File: src/rtl/wallace_mult_pipe.sv
// wallace_mult_pipe: pipelined Baugh-Wooley/Wallace multiplier; define WALLACE_MAC_ACC_EN to add a product accumulator
module wallace_mult_pipe #(
    parameter int WIDTH       = 8,
    parameter int PIPE_STAGES = 2
) (
    input  logic                 Clk,
    input  logic                 Rst_n,
    input  logic                 In_Valid,
    output logic                 In_Ready,
    input  logic [WIDTH-1:0]     A,
    input  logic [WIDTH-1:0]     B,
    input  logic                 Signed_Mode,
    output logic                 Out_Valid,
    input  logic                 Out_Ready,
    output logic [2*WIDTH-1:0]   Product
`ifdef WALLACE_MAC_ACC_EN
    ,
    input  logic                 Acc_Clr,
    output logic [2*WIDTH+7:0]   Acc_Out
`endif
);
    localparam int PW = 2 * WIDTH;
    localparam int NR = WIDTH + 1;
    localparam int RQ = (PIPE_STAGES > 1) ? PIPE_STAGES - 1 : 1;

    typedef logic [NR-1:0][PW-1:0] rows_t;

    function automatic int rows_at(int l);
        int n = NR;
        for (int i = 0; i < l; i++) n = n - n / 3;
        return n;
    endfunction

    function automatic int num_levels();
        int n = 0;
        for (int l = 0; l < 64; l++) if (rows_at(l) > 2) n = l + 1;
        return n;
    endfunction

    localparam int NL = num_levels();

    // Partial products; signed mode inverts the mixed sign terms and adds 1s at columns WIDTH and 2*WIDTH-1
    function automatic rows_t pp_gen(logic [WIDTH-1:0] a, logic [WIDTH-1:0] b, logic sm);
        rows_t r = '0;
        logic p;
        for (int j = 0; j < WIDTH; j++)
            for (int i = 0; i < WIDTH; i++) begin
                p = a[i] & b[j];
                if (sm && ((i == WIDTH - 1) != (j == WIDTH - 1))) p = ~p;
                r[j][i+j] = p;
            end
        if (sm) begin
            r[WIDTH][WIDTH] = 1'b1;
            r[WIDTH][PW-1]  = 1'b1;
        end
        return r;
    endfunction

    // One Wallace level: every full triple of rows becomes sum+carry, leftovers pass straight down
    function automatic rows_t csa(rows_t r, int n);
        rows_t o = '0;
        int t = n / 3;
        for (int g = 0; g < NR / 3; g++)
            if (g < t) begin
                o[2*g]   = r[3*g] ^ r[3*g+1] ^ r[3*g+2];
                o[2*g+1] = ((r[3*g] & r[3*g+1]) | (r[3*g] & r[3*g+2]) | (r[3*g+1] & r[3*g+2])) << 1;
            end
        for (int i = 0; i < NR; i++) if (i >= 3 * t && i < n) o[i-t] = r[i];
        return o;
    endfunction

    function automatic rows_t reduce(rows_t r, int lo, int hi);
        for (int l = 0; l < NL; l++) if (l >= lo && l < hi) r = csa(r, rows_at(l));
        return r;
    endfunction

    function automatic logic [PW-1:0] cpa(rows_t r);
        return r[0] + r[1];
    endfunction

    logic          en;
    logic          vld_q  [PIPE_STAGES];
    rows_t         rows_q [RQ];
    logic [PW-1:0] prod_q;

    assign en        = !(vld_q[PIPE_STAGES-1] && !Out_Ready);
    assign In_Ready  = en;
    assign Out_Valid = vld_q[PIPE_STAGES-1];
    assign Product   = prod_q;

    for (genvar s = 0; s < PIPE_STAGES; s++) begin : g_stage
        localparam int LO = s * NL / PIPE_STAGES;
        localparam int HI = (s + 1) * NL / PIPE_STAGES;
        logic  vin;
        rows_t rin;
        if (s == 0) begin : g_src
            assign vin = In_Valid;
            assign rin = pp_gen(A, B, Signed_Mode);
        end else begin : g_src
            assign vin = vld_q[s-1];
            assign rin = rows_q[s-1];
        end
        // Valid bit advances with the pipe and freezes with it on a stall
        always_ff @(posedge Clk or negedge Rst_n)
            if (!Rst_n) vld_q[s] <= 1'b0;
            else if (en) vld_q[s] <= vin;
        if (s < PIPE_STAGES - 1) begin : g_csa
            // Carry-save rows after this stage's share of reduction levels
            always_ff @(posedge Clk or negedge Rst_n)
                if (!Rst_n) rows_q[s] <= '0;
                else if (en) rows_q[s] <= reduce(rin, LO, HI);
        end else begin : g_cpa
            // Final carry-propagate add; Product only changes when a result arrives
            always_ff @(posedge Clk or negedge Rst_n)
                if (!Rst_n) prod_q <= '0;
                else if (en && vin) prod_q <= cpa(reduce(rin, LO, HI));
        end
    end

`ifdef WALLACE_MAC_ACC_EN
    logic            sgn_q [PIPE_STAGES];
    logic [PW+7:0]   acc_q;
    logic [PW+7:0]   ext;
    logic            hs;

    for (genvar s = 0; s < PIPE_STAGES; s++) begin : g_sgn
        logic sin;
        if (s == 0) begin : g_src
            assign sin = Signed_Mode;
        end else begin : g_src
            assign sin = sgn_q[s-1];
        end
        // Operand mode rides alongside its data so the accumulator knows how to extend
        always_ff @(posedge Clk or negedge Rst_n)
            if (!Rst_n) sgn_q[s] <= 1'b0;
            else if (en) sgn_q[s] <= sin;
    end

    assign hs      = Out_Valid && Out_Ready;
    assign ext     = {{8{sgn_q[PIPE_STAGES-1] & prod_q[PW-1]}}, prod_q};
    assign Acc_Out = acc_q;

    // Accumulate each delivered product; clear takes effect before the add
    always_ff @(posedge Clk or negedge Rst_n)
        if (!Rst_n) acc_q <= '0;
        else if (Acc_Clr || hs) acc_q <= (Acc_Clr ? '0 : acc_q) + (hs ? ext : '0);
`endif
endmodule

File: config.mk
export PLATFORM = sky130hd
export DESIGN_NAME = wallace_mult_pipe
export DESIGN_NICKNAME = d
export VERILOG_FILES = /design/src/rtl/wallace_mult_pipe.sv
export SDC_FILE = /design/constraint.sdc
export NUM_CORES = 1
export LEC_CHECK = 0
export CAP_MARGIN = 20
export CELL_PAD_IN_SITES_DETAIL_PLACEMENT = 0
export CELL_PAD_IN_SITES_GLOBAL_PLACEMENT = 1
export CORE_UTILIZATION = 45
export CTS_CLUSTER_SIZE = 10
export DETAILED_ROUTE_END_ITERATION = 16
export GPL_TIMING_DRIVEN = 1
export PLACE_DENSITY_LB_ADDON = 0.1
export SLEW_MARGIN = 10
export SYNTH_ARGS = -nofsm -noshare
export SYNTH_HDL_FRONTEND = slang
export SYNTH_SLANG_ARGS = --single-unit
export TNS_END_PERCENT = 30
File: constraint.sdc
create_clock -name Clk -period 3.98 [get_ports Clk]
set_clock_uncertainty 0.1 [all_clocks]
set_input_delay 0.995 -clock Clk [delete_from_list [all_inputs] [get_ports Clk]]
set_output_delay 0.995 -clock Clk [all_outputs]
set_load 0.02 [all_outputs]
==> results.cfg <==
[setup_path]
crit_family = buffers and inverters
cp_data_required_time_ns = 2.88
critPathBufInv = 3
cp_max_fo = 2
critPathLaunchType = input port
endpoint_kind = output pin
worstPathCellList = clkdlybuf4s50_1 > nor2b_2 > inv_2 > clkdlybuf4s50_1
crit_cells = 4
critPathKind = input port to output pin
r2r_cells = 10
cpMostUsedCell = clkdlybuf4s50_1
critPathSlowestCell = clkdlybuf4s50_1
crit_arrival_ns = 2.21
critical-path-max-stage-delay_ns = 0.60

[layout]
layout.nets = 564
drive_above_1_share_pct = 6.933
nFillCells = 849
area_growth_pct = 16.37
fin_area_um2 = 4856
n_antenna_cell = 0

[global_route]
grt_max_degree = 51
overflow = 0
grt_pass1_vias = 2832
grt_first_pass_wirelength_um = 13830
antenna_found_initial = 0
grt.total_usage_pct = 18.31

[synth]
synthCells = 434
ys.flop_type = dfrtp_1
synthMuxAreaShare_pct = 1.889
synth_top_family_by_area = adder cells
synth_xor_area_share_pct = 5.247
yosys.area.top_type = dfrtp_1
netlist_top_cells_area = dfrtp_1, fa_1, nand2_1
avgSynthCellArea_um2 = 9.615
synthAdderAreaFrac_pct = 28.13
synth-simple-area-share_pct = 20.03
synth_compound_area_share_pct = 5.427
netlist_area_um2 = 4173
synth_most_common_cell = nand2_1
synth_top_cells_by_count = nand2_1, dfrtp_1, fa_1, and2_1, ha_1
synth_top_area_share_pct = 35.38
synthArstFlopShare_pct = 100.0
synth_nets = 526
yosysWarnings = 0
ys_seq_elements = 59
synth_enable_flop_cells = 0
ys_seq_area_share_pct = 35.38
synthDistinctLibCells = 30

[sta]
worst_slew_pin_slew_ns = 0.6273
setup_tns_ns = 0
fin_crit_ns = 3.310
max_freq_mhz = 302.1
setup_slack_ns = 0.6702
setup_viol = 0
rsz0062_at_grt = false
holdWs_ns = 0.3747
finalHoldViolCount = 0
finalMaxSlewViolations = 0
fin_crit_sh_pct = 83.16
slew_headroom_pct = 58.18

[clocking]
clockRootBuffer = clkbuf_8
cts-htree-levels = 3
clkLatencyLatePin_ns = 0.33
cts_resized = 0
clock-sinks = 59
postCtsSetupBuffers = 0
clk_pin_slew_ns = 0.07
cts_made_buffers = 9
cts_tree = done
cts_hold_buf = 0
max-clock-path-buffers = 2

[place]
portBuffers = 38
place_hpwl_um = 6207
pre_cts_ws_ns = 0.6560
gp_congestion = 0.7958
dpl_cell_area_um2 = 4654

[floorplan]
pin_count = 39
fp.dieW_um = 98.30
chipHeight_um = 98.30
initial_core_util_pct = 47.16
core.rowCount = 34
die_area_um2 = 9662
core_um2 = 8848

[min_path]
holdCritPathClass = register to register
min_path_cells = 2

[power_and_ir_drop]
ir_drop_v = 0.0002236
p_leak_nw = 2.400
p_per_area_nw_per_um2 = 591.2
power_mw = 2.871

[status]
run_status = complete, no violations

[detailed_routing]
wl_per_cell_um = 13.59
drc = 0
routed-via-count = 2800
drtAntennaViolNets = 0
firstDrtPassIters = 6
wl_um = 7936
first_iter_violations = 131
via_per_inst = 4.795

[run]
drv_cap = 0
==> registers in the layout, summed over array words and instances (netlist names) <==
signal,flops
g_stage.rin,41
Product,16
g_stage.vin,1
Out_Valid,1
==> cell usage in the layout, fill, tap and decap left out <==
cell type and instances:
ha_1 33, o21ai_1 1, clkinvlp_4 2, o31ai_2 1, dfrtp_1 59, a221oi_1 1, nand2_1 146, xnor2_1 18
nand3_2 1, inv_2 1, nand3_1 2, clkbuf_8 11, o21bai_1 2, xor2_1 7, and2_1 37, nand2b_1 1
a211oi_1 1, a21oi_1 8, o21a_1 1, o21ai_0 17, o21ai_2 1, fa_1 38, a41oi_1 1, nand2_2 1
nor2b_1 1, buf_4 4, nor2b_2 1, nor2_1 3, mux2_2 7, clkinv_2 1, bufinv_16 1, buf_2 1
o211ai_1 1, clkdlybuf4s50_1 37, o211a_1 2, inv_1 26
==> logic make-up after synthesis <==
| logic type | after synthesis |
|---|---|
| AND/OR/NAND/NOR | 193 |
| adder cells (fa/ha/maj) | 71 |
| flip-flops | 59 |
| buffers and inverters | 42 |
| AO/OA/AOI/OAI | 37 |
| XOR/XNOR | 25 |
| multiplexers | 7 |
==> stage by stage <==
step / utilization [%] / cells
finish: 54.88 / 584
global route: 54.88 / 584
CTS: 54.88 / 584
detailed placement: 52.60 / 569
global placement: 52.60 / 569
floorplan: - / 434
==> power breakdown <==
group | internal (mW) | switching, mW
combinational | 0.676 | 0.793
clock | 0.318 | 0.228
sequential | 0.764 | 0.0911
==> worst min-delay path, cell delays in order (launching register included) <==
cell and delay, ns:
dfrtp_1 0.35, nand2_1 0.05, nand2_1 0.05
==> final timing paths <==
check                                    from            endpoint  slack (ns)
setup / recovery                    Out_Ready            In_Ready        0.67
hold / removal             g_stage[1].rin[20]  g_stage[1].rin[20]        0.37
setup reg to reg            g_stage[1].rin[7]         Product[13]        0.86
hold reg to reg            g_stage[1].rin[20]  g_stage[1].rin[20]        0.37
max in group asynchronous               Rst_n  g_stage[1].rin[56]        2.35
min in group asynchronous               Rst_n          Product[3]        0.57
==> routing by layer <==
metal / wire (um) / GRT usage, % / share of wire (%)
met2: 3360 / 26.54 / 42
met3: 216 / 3.722 / 2.7
met5: 0 / 0 / 0
met4: 81 / 5.166 / 1.0
met1: 4276 / 27.78 / 54
==> cell type report <==
| cell class | count | area, um^2 | share of cell area (%) |
|---|---|---|---|
| Timing Repair Buffer | 42 | 405.4 | 8.348 |
| Sequential cell | 59 | 1476 | 30.40 |
| Multi-Input combinational cell | 333 | 2536 | 52.23 |
| Inverter | 27 | 101.3 | 2.087 |
| Clock buffer | 11 | 151.4 | 3.118 |
| Tap cell | 108 | 135.1 | 2.783 |
| Clock inverter | 4 | 50.05 | 1.031 |
(Power assumes the default switching activity.)
